`config.mk`:
```
export PLATFORM = sky130hd
export DESIGN_NAME = mmio_responder
export DESIGN_NICKNAME = d
export VERILOG_FILES = /design/src/rtl/mmio_responder.sv
export SDC_FILE = /design/constraint.sdc
export NUM_CORES = 1
export LEC_CHECK = 0
export ABC_CLOCK_PERIOD_IN_PS = 5900
export BUFFER_PORTS_ARGS = -buffer_cell sky130_fd_sc_hd__buf_4
export CORE_MARGIN = 2
export CORE_UTILIZATION = 65
export CTS_CLUSTER_SIZE = 24
export DETAILED_ROUTE_END_ITERATION = 8
export PLACE_DENSITY_LB_ADDON = 0.05
export SLEW_MARGIN = 25
export SYNTH_ARGS = -nofsm -noshare
export SYNTH_HDL_FRONTEND = slang
export SYNTH_SLANG_ARGS = --single-unit
```
`constraint.sdc`:
```
create_clock -name clk -period 5.9 [get_ports clk]
set_input_delay 1.18 -clock clk [delete_from_list [all_inputs] [get_ports clk]]
set_output_delay 1.18 -clock clk [all_outputs]
set_load 0.02 [all_outputs]
```
`src/rtl/mmio_responder.sv`:
```
// mmio_responder: responder end of the CPU's memory-mapped I/O bus.
// Holds the HEX/LEDR/LEDG output registers, synchronises and debounces
// the KEY and SW board inputs, and returns read data one cycle after a load.
// Optional build macro: MMIO_KEY_EDGE_EN adds the sticky KEYEDGE register
// at 0xF0000018 (write-1-to-clear, set wins over clear).
module mmio_responder #(
    parameter int                 DBITS           = 32,
    parameter logic [DBITS-1:0]   ADDR_HEX        = DBITS'(32'hF0000000),
    parameter logic [DBITS-1:0]   ADDR_LEDR       = DBITS'(32'hF0000004),
    parameter logic [DBITS-1:0]   ADDR_LEDG       = DBITS'(32'hF0000008),
    parameter logic [DBITS-1:0]   ADDR_KEY        = DBITS'(32'hF0000010),
    parameter logic [DBITS-1:0]   ADDR_SW         = DBITS'(32'hF0000014),
    parameter int                 DEBOUNCE_CYCLES = 250000,
    parameter int                 CNT_BITS        = 18
) (
    input  logic             clk,
    input  logic             reset,
    input  logic [DBITS-1:0] addr,
    input  logic             wr_en,
    input  logic             rd_en,
    input  logic [DBITS-1:0] wdata,
    output logic             hit,
    output logic [DBITS-1:0] rdata,
    output logic             rdata_valid,
    input  logic [3:0]       key,
    input  logic [9:0]       sw,
    output logic [9:0]       ledr,
    output logic [7:0]       ledg,
    output logic [6:0]       hex0,
    output logic [6:0]       hex1,
    output logic [6:0]       hex2,
    output logic [6:0]       hex3
);

`ifdef MMIO_KEY_EDGE_EN
    localparam logic [DBITS-1:0] ADDR_KEYEDGE = DBITS'(32'hF0000018);
`endif

    // Input vector: switches in [13:4], keys in [3:0] inverted so that 1 means
    // pressed; this keeps the all-zero reset state equal to "released".
    localparam int NB = 14;
    // The counter value at which the next still-different cycle is the
    // DEBOUNCE_CYCLES-th one, so the debounced value flips on that edge.
    localparam logic [CNT_BITS-1:0] CNT_LAST = CNT_BITS'(DEBOUNCE_CYCLES - 1);

    typedef enum logic {STABLE, COUNTING} db_state_e;

    logic [NB-1:0]       raw_in;
    logic [NB-1:0]       sync1_q, sync1_d, sync2_q, sync2_d;
    logic [NB-1:0]       db_q, db_d;
    db_state_e           state_q [NB];
    db_state_e           state_d [NB];
    logic [CNT_BITS-1:0] cnt_q [NB];
    logic [CNT_BITS-1:0] cnt_d [NB];

    logic [15:0]         hex_q, hex_d;
    logic [9:0]          ledr_q, ledr_d;
    logic [7:0]          ledg_q, ledg_d;
    logic [DBITS-1:0]    rdata_q, rdata_d;
    logic                rdata_valid_q, rdata_valid_d;
    logic [DBITS-1:0]    read_mux;
`ifdef MMIO_KEY_EDGE_EN
    logic [3:0]          keyedge_q, keyedge_d;
    logic [3:0]          key_rise;
`endif
    logic                unused_wdata;

    assign raw_in       = {sw, ~key};
    assign unused_wdata = ^wdata[DBITS-1:16];

    // Active-low seven-segment patterns, segment g on bit 6, a on bit 0.
    function automatic logic [6:0] seg7(input logic [3:0] n);
        case (n)
            4'h0: seg7 = 7'b1000000;
            4'h1: seg7 = 7'b1111001;
            4'h2: seg7 = 7'b0100100;
            4'h3: seg7 = 7'b0110000;
            4'h4: seg7 = 7'b0011001;
            4'h5: seg7 = 7'b0010010;
            4'h6: seg7 = 7'b0000010;
            4'h7: seg7 = 7'b1111000;
            4'h8: seg7 = 7'b0000000;
            4'h9: seg7 = 7'b0010000;
            4'hA: seg7 = 7'b0001000;
            4'hB: seg7 = 7'b0000011;
            4'hC: seg7 = 7'b1000110;
            4'hD: seg7 = 7'b0100001;
            4'hE: seg7 = 7'b0000110;
            default: seg7 = 7'b0001110;
        endcase
    endfunction

    // Per-bit debouncer next state: a change must persist DEBOUNCE_CYCLES
    // consecutive cycles; any return to the accepted value aborts the count.
    always_comb begin
        db_d = db_q;
        for (int i = 0; i < NB; i++) begin
            state_d[i] = state_q[i];
            cnt_d[i]   = cnt_q[i];
            case (state_q[i])
                STABLE: begin
                    if (sync2_q[i] != db_q[i]) begin
                        state_d[i] = COUNTING;
                        cnt_d[i]   = CNT_BITS'(1);
                    end
                end
                default: begin
                    if (sync2_q[i] == db_q[i]) begin
                        state_d[i] = STABLE;
                        cnt_d[i]   = '0;
                    end else if (cnt_q[i] == CNT_LAST) begin
                        db_d[i]    = sync2_q[i];
                        state_d[i] = STABLE;
                        cnt_d[i]   = '0;
                    end else begin
                        cnt_d[i]   = cnt_q[i] + CNT_BITS'(1);
                    end
                end
            endcase
        end
    end

    // Address decode and read-data selection for the mapped registers.
    always_comb begin
        hit      = 1'b1;
        read_mux = '0;
        case (addr)
            ADDR_HEX:     read_mux = DBITS'(hex_q);
            ADDR_LEDR:    read_mux = DBITS'(ledr_q);
            ADDR_LEDG:    read_mux = DBITS'(ledg_q);
            ADDR_KEY:     read_mux = DBITS'(db_q[3:0]);
            ADDR_SW:      read_mux = DBITS'(db_q[13:4]);
`ifdef MMIO_KEY_EDGE_EN
            ADDR_KEYEDGE: read_mux = DBITS'(keyedge_q);
`endif
            default:      hit      = 1'b0;
        endcase
    end

    // Register file next state: stores, registered reads (pre-write value on
    // a same-cycle read+write), and the synchroniser shift.
    always_comb begin
        sync1_d       = raw_in;
        sync2_d       = sync1_q;
        hex_d         = hex_q;
        ledr_d        = ledr_q;
        ledg_d        = ledg_q;
        rdata_d       = rdata_q;
        rdata_valid_d = rd_en;
        if (wr_en && addr == ADDR_HEX)  hex_d  = wdata[15:0];
        if (wr_en && addr == ADDR_LEDR) ledr_d = wdata[9:0];
        if (wr_en && addr == ADDR_LEDG) ledg_d = wdata[7:0];
        if (rd_en) rdata_d = read_mux;
`ifdef MMIO_KEY_EDGE_EN
        key_rise  = db_d[3:0] & ~db_q[3:0];
        keyedge_d = keyedge_q;
        if (wr_en && addr == ADDR_KEYEDGE) keyedge_d = keyedge_q & ~wdata[3:0];
        keyedge_d = keyedge_d | key_rise;
`endif
    end

    // State registers, all cleared by the asynchronous active-low reset.
    always_ff @(posedge clk or negedge reset) begin
        if (!reset) begin
            sync1_q       <= '0;
            sync2_q       <= '0;
            db_q          <= '0;
            hex_q         <= '0;
            ledr_q        <= '0;
            ledg_q        <= '0;
            rdata_q       <= '0;
            rdata_valid_q <= 1'b0;
            for (int i = 0; i < NB; i++) begin
                state_q[i] <= STABLE;
                cnt_q[i]   <= '0;
            end
`ifdef MMIO_KEY_EDGE_EN
            keyedge_q     <= '0;
`endif
        end else begin
            sync1_q       <= sync1_d;
            sync2_q       <= sync2_d;
            db_q          <= db_d;
            hex_q         <= hex_d;
            ledr_q        <= ledr_d;
            ledg_q        <= ledg_d;
            rdata_q       <= rdata_d;
            rdata_valid_q <= rdata_valid_d;
            for (int i = 0; i < NB; i++) begin
                state_q[i] <= state_d[i];
                cnt_q[i]   <= cnt_d[i];
            end
`ifdef MMIO_KEY_EDGE_EN
            keyedge_q     <= keyedge_d;
`endif
        end
    end

    assign rdata       = rdata_q;
    assign rdata_valid = rdata_valid_q;
    assign ledr        = ledr_q;
    assign ledg        = ledg_q;
    assign hex0        = seg7(hex_q[3:0]);
    assign hex1        = seg7(hex_q[7:4]);
    assign hex2        = seg7(hex_q[11:8]);
    assign hex3        = seg7(hex_q[15:12]);

endmodule

```
# Word-level counts from Yosys, hierarchy flattened
# Memories as Yosys holds them, arrays and structs flattened.
# Index checks and enable logic that the tools add are counted.
# totals
register_bits	375
mem_bits_ro	448
in_bits	82
output_inout_bits	80
elab_cells	275
n_memories	4
# op_classes
addsub	14
eq_ne	47
muxes	114
bitwise	15
reduce_logical	32
# memory_table
memory	words	word_bits	read_ports	rd_ports_with_merged_regs	wr	line	source
(name not given)	16	7	1	0	0	73	case (n)
(name not given)	16	7	1	0	0	73	
(name not given)	16	7	1	0	0	73	
(name not given)	16	7	1	0	0	73	
# ops
cell	n
18-bit two-way mux	56
18-bit by 1-bit adder with 18-bit output (second input constant)	14
18-bit equality test (second input constant)	14
32-bit equality test (second input constant)	5
16-bit one-hot mux with 5 select lines	1
1-bit two-way mux	57
3-bit AND reduction	14
2-bit nonzero test	14
1-bit equality test	14
1-bit inequality test	14
1-bit inverter	14
5-bit OR reduction	1
4-bit inverter	1
1-bit logical AND	3

# Logic depth before layout (Yosys ltp)
# Gate-level depths: netlist (run 1).
# logic_depth
ltp_word	4
depth_mapped	8
depth_no_buf	6

# Worst setup path before layout (run 1)
# OpenSTA, ideal clock, no wires.
# synth_path
kind	input-to-output
from	input port addr[20]
to	output port hit
t_arrival_ps	2436
slack_ps	2284
stages	6
cell_sequence	nor4b_1 nand4_1 or2_1 clkbuf_1 nand3b_1 inv_1
# synth_between
elab_chain_cells	3
word_cells_on_any_way	7
# synth_rtl
item	line	source
start, declared	18	input logic [DBITS-1:0] addr,
32-bit equality test	127	case (addr)
5-bit OR reduction (no source line) (*)	--	
1-bit two-way mux (*)	127	
end, declared	22	output logic hit,
# Every way passes the cells marked *; elsewhere a longest branch is shown, timed or not.

# Final worst setup path (run 1)
# Same ends and word-level chain as after synthesis.

==> summary.md, run 1 <==
| Metric | Value |
|---|---|
| Dominant synthesized flop cell | `dfrtp_1` |
| Post-synthesis mux area share | `0.05587` |
| Largest cells by area after synthesis | `dfrtp_1 46%, nand3_1 4.1%, o21ai_0 3.9%` |
| Yosys warnings | `0` |
| Cell taking the most area after synthesis | `dfrtp_1` |
| Crit path kind | `in2out` |
| Largest family of logic cells by synthesized area | `simple AND/OR/NAND/NOR gates` |
| Post-cts sizing count | `0` |
| Rows | `63` |
| Clk buf depth | `3` |
| CP endpoint kind | `primary output` |
| CTS root buffer | `clkbuf_16` |
| Final #Nets | `2352` |
| Port bufs | `129` |
| Post-CTS Setup Inserts | `0` |
| Clk sinks | `359` |
| Post-Syn Instances | `2133` |
| DRC | `0` |
| Total power | `5.398 mW` |
| Die H | `178.2 µm` |
| DR iter-0 viols | `1213` |
| FF-to-FF path depth | `6` |
| Routed via count | `16860` |
| Ys async rst share | `1.000` |
| Final hold viol count | `0` |
| H-Tree Level Count | `2` |
| Startpoint types | `input port` |
| RSZ-0062 raised after global routing | `no` |
| Slew Viols, Final | `0` |
| Max-slew headroom | `0.2894` |
| Xor-xnor portion of the synthesized cell area | `0.007546` |
| Layout cells sized above 1 | `0.1367` |
| Skew final | `8.120 ps` |
| Clock transition at the registers of the reported paths | `60 ps` |
| Vias in the first global route | `15750` |
| First-pass GRT wire length | `75.78 mm` |
| Clk_lat worst skew | `520 ps` |
| WHS Endpoint | `sync2_q[6]$_DFF_PN0_` |
| Die ar. | `31770 µm²` |
| Average size of a mapped cell | `9.251 µm²` |
| Final HPWL DP | `31.27 mm` |
| Pwr/cell area | `242.8 nW/µm²` |
| Hold path startpoint | `sync1_q[6]$_DFF_PN0_` |
| Synth Area in Simple Gates | `0.2514` |
| Crit path from | `addr[20]` |
| 1st-pass router iterations | `5` |
| Reg-to-reg critical path startpoint | `cnt_q[90]$_DFFE_PN0P_` |
| Synthesized flop and latch total | `359` |
| Ports | `162` |
| Busiest metal layer after global routing | `met2` |
| Period utilisation layout | `0.7076` |
| Inserted Clock Buffers | `40` |
| All-layer global routing usage | `0.2881` |
| Post-synth EDFFs | `0` |
| Post-synth cell types | `84` |
| Worst Hold Class | `reg2reg` |
| GR met3 Demand/Resource | `0.03900` |
| Max-Cap Viols | `0` |
| Pin count of the biggest net entering global routing | `124` |
| DR WL/cell | `17.19 µm` |
| Worst VDD drop | `233.1 µV` |
| Number of vias per cell | `6.363` |
| Synth top area share | `0.4553` |
| Leakage power | `9.751 nW` |
| Overflow after GRT | `0` |
| Fill cells | `2205` |
| Initial antenna violation count | `0` |
| Final GP Congestion | `0.9124` |
| Complex-gate fraction of the synthesized area | `0.1657` |
| GR Util met1 | `0.4086` |
| Detail Route Antenna Nets | `0` |
| Initial core utilization | `0.6622` |
| Req. time, crit path | `4720 ps` |
| Fmax | `239.5 MHz` |
| Diode count | `0` |
| Status | `completed` |
| Worst-path maximum fanout | `7` |
| Worst Hold Depth | `0` |
| R2R Path End | `cnt_q[97]$_DFFE_PN0P_` |
| Setup TNS Final | `0 ps` |
| Final Setup Violations | `0` |
| Area delta synth->final | `12.68%` |
| FF-to-FF setup slack | `3290 ps` |
| # hold bufs at CTS | `0` |
| Met2 usage | `0.4719` |
| Core ar. | `29800 µm²` |
| Post-Synth Adder-Cell Area | `0.02410` |
| Register area share after synthesis | `0.4553` |
| CTS tree | `built` |
| Fin crit period | `4175 ps` |
| Die X | `178.2 µm` |
| Final wirelength | `45.55 mm` |
| Arrival @ worst endpoint | `2990 ps` |
| Worst-Margin Slew | `1062 ps` |
| Post-Syn Area | `19730 µm²` |
## logic make-up (layout without fill, tap and decap cells)
logic type / count (synthesis) / in the layout
compound gates: 512 / 512
xor+xnor: 17 / 17
fa+ha+maj: 38 / 38
buf+inv: 185 / 297
flops: 359 / 359
mux: 100 / 100
other cells: 1 / 16
simple gates: 921 / 921
## placed cells by master, fill, tap and decap left out, types with 8 or more instances in the layout
cell type  netlist  layout
a21o_1          53      53
a21oi_1        132     131
a221o_1          9       9
a22o_1          33      33
a31oi_1         13      13
and2_1          34      34
and3_1          34      34
and4_1          11      11
buf_4           18     135
clkbuf_16        0      41
clkbuf_8         0       9
clkinv_2         0       9
conb_1           1      16
dfrtp_1        359     359
ha_1            38      38
inv_1           89      89
mux2_2          50      50
mux2i_1         46      46
nand2_1        195     195
nand3_1        160     160
nand3b_1        14      14
nand4_1         65      65
nor2_1         120     118
nor2b_1         17      17
nor3_1          52      52
nor3b_1         18      18
nor4_1          50      50
nor4b_1          9       8
nor4bb_1         8       8
o21a_1          18      18
o21ai_0        152     151
o2bb2ai_1       12      12
o31ai_1         12      11
or2_2           20      20
or3_1           69      69
or4_1           10      10
xor2_1          16      16
## synthesized netlist by cell type (8+ instances only)
cell / instances
dfrtp_1: 359
nor4bb_1: 8
nor2_1: 120
mux2i_1: 46
or3_1: 69
inv_1: 89
and4_1: 11
nand3_1: 160
and2_1: 34
o21ai_0: 152
a22o_1: 33
nor3_1: 52
nor2b_1: 17
nor4b_1: 9
nor3b_1: 18
a221o_1: 9
nand4_1: 65
mux2_2: 50
o31ai_1: 12
or2_2: 20
or4_1: 10
xor2_1: 16
a31oi_1: 13
o21a_1: 18
ha_1: 38
and3_1: 34
nand3b_1: 14
o2bb2ai_1: 12
a21oi_1: 132
buf_4: 18
nand2_1: 195
nor4_1: 50
a21o_1: 53
clkbuf_1: 70
## worst max-delay path, stage by stage
cell and delay [ps]:
buf_4 110, nor4b_1 290, nand4_1 150, or2_1 410, nand3b_1 460, inv_1 220
buf_4 170
## metal layers
layer,up-vias,share of wire
met5,-,0
met4,0,0.021
met3,74,0.060
met2,530,0.47
met1,8209,0.45
li1,8049,-
## state kept, by name, summed over array words and instances, names as in the netlist, 10 cells and up
signal	count
cnt_q	252
db_q	14
hex_q	16
ledr	10
rdata	16
state_q	14
sync1_q	14
sync2_q	14
## power by group
part	switching [mW]	leakage [nW]	internal, mW
Combinational	0.217	4.23	0.118
Clock	0.993	0.656	1.51
Sequential	0.0470	4.87	2.51
Total	1.26	9.75	4.14
## per-stage QoR
step           cell area (µm²)  instances  worst slack [ps]  hold slack, ps  utilization
2_1_floorplan            19790       2148              2284           331.2            -
3_3_place_gp             20900       2580              1732           333.6       0.7013
3_5_place_dp             20900       2580              1760           335.6       0.7015
4_1_cts                  22220       2650              1735           348.7       0.7457
5_1_grt                  22230       2650              1639           361.2       0.7462
6_report                 22230       2650              1725           345.3       0.7462
## worst max path at each step
stage / slack, ps / endpoint
after global routing: 1640 / hit
after CTS: 1740 / hit
final: 1730 / hit
after global placement: 1730 / hit
after detailed placement: 1760 / hit
after floorplan: 2280 / hit
## cell type report
cell class | count | area, µm² | share of cell area
clock buffer | 57 | 1176 | 0.05290
clock inverter | 13 | 142.6 | 0.006416
inverter | 89 | 334.1 | 0.01503
multi-input combinational | 1604 | 10040 | 0.4516
sequential | 359 | 8984 | 0.4041
tap | 390 | 488.0 | 0.02195
timing repair buffer | 138 | 1069 | 0.04806
Note: power is estimated with default switching activity, not from simulation.
==> run 2: changes to the inputs <==
--- a/config.mk
+++ b/config.mk
@@ -5,10 +5,11 @@
 export SDC_FILE = /design/constraint.sdc
 export NUM_CORES = 1
 export LEC_CHECK = 0
-export ABC_CLOCK_PERIOD_IN_PS = 5900
+export ABC_AREA = 1
+export ABC_CLOCK_PERIOD_IN_PS = 4200
 export BUFFER_PORTS_ARGS = -buffer_cell sky130_fd_sc_hd__buf_4
 export CORE_MARGIN = 2
-export CORE_UTILIZATION = 65
+export CORE_UTILIZATION = 61
 export CTS_CLUSTER_SIZE = 24
 export DETAILED_ROUTE_END_ITERATION = 8
 export PLACE_DENSITY_LB_ADDON = 0.05
==> constraint.sdc (replaced) <==
create_clock -name clk -period 4.2 [get_ports clk]
set_input_delay 0.84 -clock clk [delete_from_list [all_inputs] [get_ports clk]]
set_output_delay 0.84 -clock clk [all_outputs]
set_load 0.02 [all_outputs]
==> summary.md, run 2 <==
| Metric | Value |
|---|---|
| Status | `completed` |
| Detail Route Antenna Nets | `0` |
| Met3 wire length | `2.462 mm` |
| Arrival @ worst endpoint | `2450 ps` |
| Ys async rst share | `1.000` |
| Setup TNS Final | `0 ps` |
| Count leader, synth | `nand2_1` |
| Clk buf depth | `3` |
| Skew final | `27.32 ps` |
| Final GP Congestion | `0.9208` |
| Post-cts sizing count | `0` |
| Ports | `162` |
| Final HPWL DP | `33.71 mm` |
| Diode count | `0` |
| Routed via count | `17950` |
| Cell taking the most area after synthesis | `dfrtp_1` |
| Inserted Clock Buffers | `40` |
| Pin count of the biggest net entering global routing | `103` |
| Overflow after GRT | `0` |
| All-layer global routing usage | `0.2745` |
| Area delta synth->final | `13.43%` |
| Fill cells | `2729` |
| Synth top area share | `0.4467` |
| Core ar. | `32540 µm²` |
| Vias in the first global route | `16960` |
| Yosys warnings | `0` |
| Average size of a mapped cell | `7.658 µm²` |
| Footprint of the multi-input gates | `9554 µm²` |
| RSZ-0062 raised after global routing | `no` |
| Met1 WL | `21.00 mm` |
| Slew Viols, Final | `0` |
| CP endpoint kind | `primary output` |
| Die X | `185.6 µm` |
| Pwr/cell area | `330.6 nW/µm²` |
| Post-synth EDFFs | `0` |
| Register area share after synthesis | `0.4467` |
| Crit path kind | `in2out` |
| Number of vias per cell | `5.555` |
| Synthesized flop and latch total | `359` |
| Worst VDD drop | `416.2 µV` |
| Initial antenna violation count | `0` |
| Fin util | `0.7010` |
| Clk sinks | `359` |
| Largest cells by area after synthesis | `dfrtp_1 45%, nand2_1 12%, inv_1 6.4%` |
| DR WL/cell | `14.56 µm` |
| Post-Syn Area | `20110 µm²` |
| Rows | `66` |
| Die H | `185.6 µm` |
| Sequential Area | `8984 µm²` |
| Period utilisation layout | `0.7842` |
| Startpoint types | `input port` |
| Final hold viol count | `0` |
| Initial core utilization | `0.6181` |
| Fin crit period | `3294 ps` |
| Req. time, crit path | `3360 ps` |
| DRC | `0` |
| DR iter-0 viols | `1159` |
| Max-slew headroom | `0.4090` |
| Post-synth cell types | `50` |
| Die ar. | `34430 µm²` |
| CTS tree | `built` |
| # hold bufs at CTS | `0` |
| 1st-pass router iterations | `6` |
| Leakage power | `10.36 nW` |
| H-Tree Level Count | `2` |
| Fmax | `303.6 MHz` |
| Worst-Margin Slew | `883.3 ps` |
| CTS root buffer | `clkbuf_16` |
| Clk_lat worst skew | `550 ps` |
| Top cells by count, synth | `650 x nand2_1, 359 x dfrtp_1, 342 x inv_1, 242 x nor2_1, 223 x nand3_1` |
| Clock transition at the registers of the reported paths | `60 ps` |
| Worst-path maximum fanout | `6` |
| FF-to-FF path depth | `8` |
| Highest routed layer | `met4` |
| Met2 WL | `22.48 mm` |
| Final Setup Violations | `0` |
| Post-Syn Instances | `2626` |
| Top reg by flops | `cnt_q` |
| Final #Nets | `2885` |
| Port bufs | `129` |
| Most common cell after layout, fill and taps aside | `nand2_1` |
| Max-Cap Viols | `0` |
| Commonest cells after routing, fill and taps aside | `650 x nand2_1, 359 x dfrtp_1, 342 x inv_1, 242 x nor2_1, 223 x nand3_1` |
| Final wirelength | `47.05 mm` |
| Max reg flops | `252` |
| Layout cells sized above 1 | `0.09107` |
| Worst Hold Class | `in2async` |
| First-pass GRT wire length | `78.35 mm` |
| Dominant synthesized flop cell | `dfrtp_1` |
| Post-CTS Setup Inserts | `0` |
run 2: cell type report:
class	instances	share of cell area
well taps	442	0.02425
multi-input cells	1873	0.4189
clock inverters	15	0.007460
repair buffers	137	0.04761
inverters	354	0.05826
clock buffers	51	0.04970
flip-flops and latches	359	0.3939
run 2: routing by layer:
layer / vias up / GRT usage
met1: 8598 / 0.3675
met4: 0 / 0.08598
met5: - / 0
met3: 80 / 0.04031
li1: 8863 / -
met2: 407 / 0.4631
run 2: kinds of logic after synthesis:
family                   Yosys count  share of synthesized area
XOR/XNOR                         124                    0.05401
flip-flops                       359                     0.4467
buffers and inverters            409                    0.08095
other                              1                  0.0001865
AND/OR/NAND/NOR                 1312                     0.2833
AO/OA/AOI/OAI                    383                     0.1112
adder cells (fa/ha/maj)           38                    0.02364
run 2: worst paths after layout:
check	from	to	slack [ps]
setup / recovery	addr[5]	hit	910
hold / removal	reset	cnt_q[141]$_DFFE_PN0P_	300
setup reg to reg	cnt_q[19]$_DFFE_PN0P_	cnt_q[28]$_DFFE_PN0P_	2130
hold reg to reg	sync1_q[13]$_DFF_PN0_	sync2_q[13]$_DFF_PN0_	350
max in group asynchronous	reset	cnt_q[218]$_DFFE_PN0P_	2890
min in group clk	sync1_q[13]$_DFF_PN0_	sync2_q[13]$_DFF_PN0_	350
run 2: critical path: stages:
cell	delay (ps)
buf_4	100
inv_1	80
nand2_1	70
nor2_1	440
nand2_1	190
nor3_1	390
nor3_1	110
nand2_1	70
buf_4	150
run 2: stage by stage:
stage	setup WS [ps]	hold slack (ps)	cell area, µm²	total power, mW	std cells
5_1_grt	779.0	348.1	22810	7.804	3231
3_3_place_gp	1044	332.2	21510	4.088	3165
3_5_place_dp	915.6	335.5	21510	4.104	3165
2_1_floorplan	1523	331.2	20170	3.899	2641
4_1_cts	909.0	347.5	22810	7.600	3231
6_report	906.2	300.6	22810	7.541	3231
run 2: where the power goes:
part,leakage (nW),switching [mW],total [mW],internal (mW)
Combinational,4.86,0.300,0.442,0.141
Clock,0.643,1.42,3.50,2.09
Sequential,4.86,0.0632,3.60,3.53
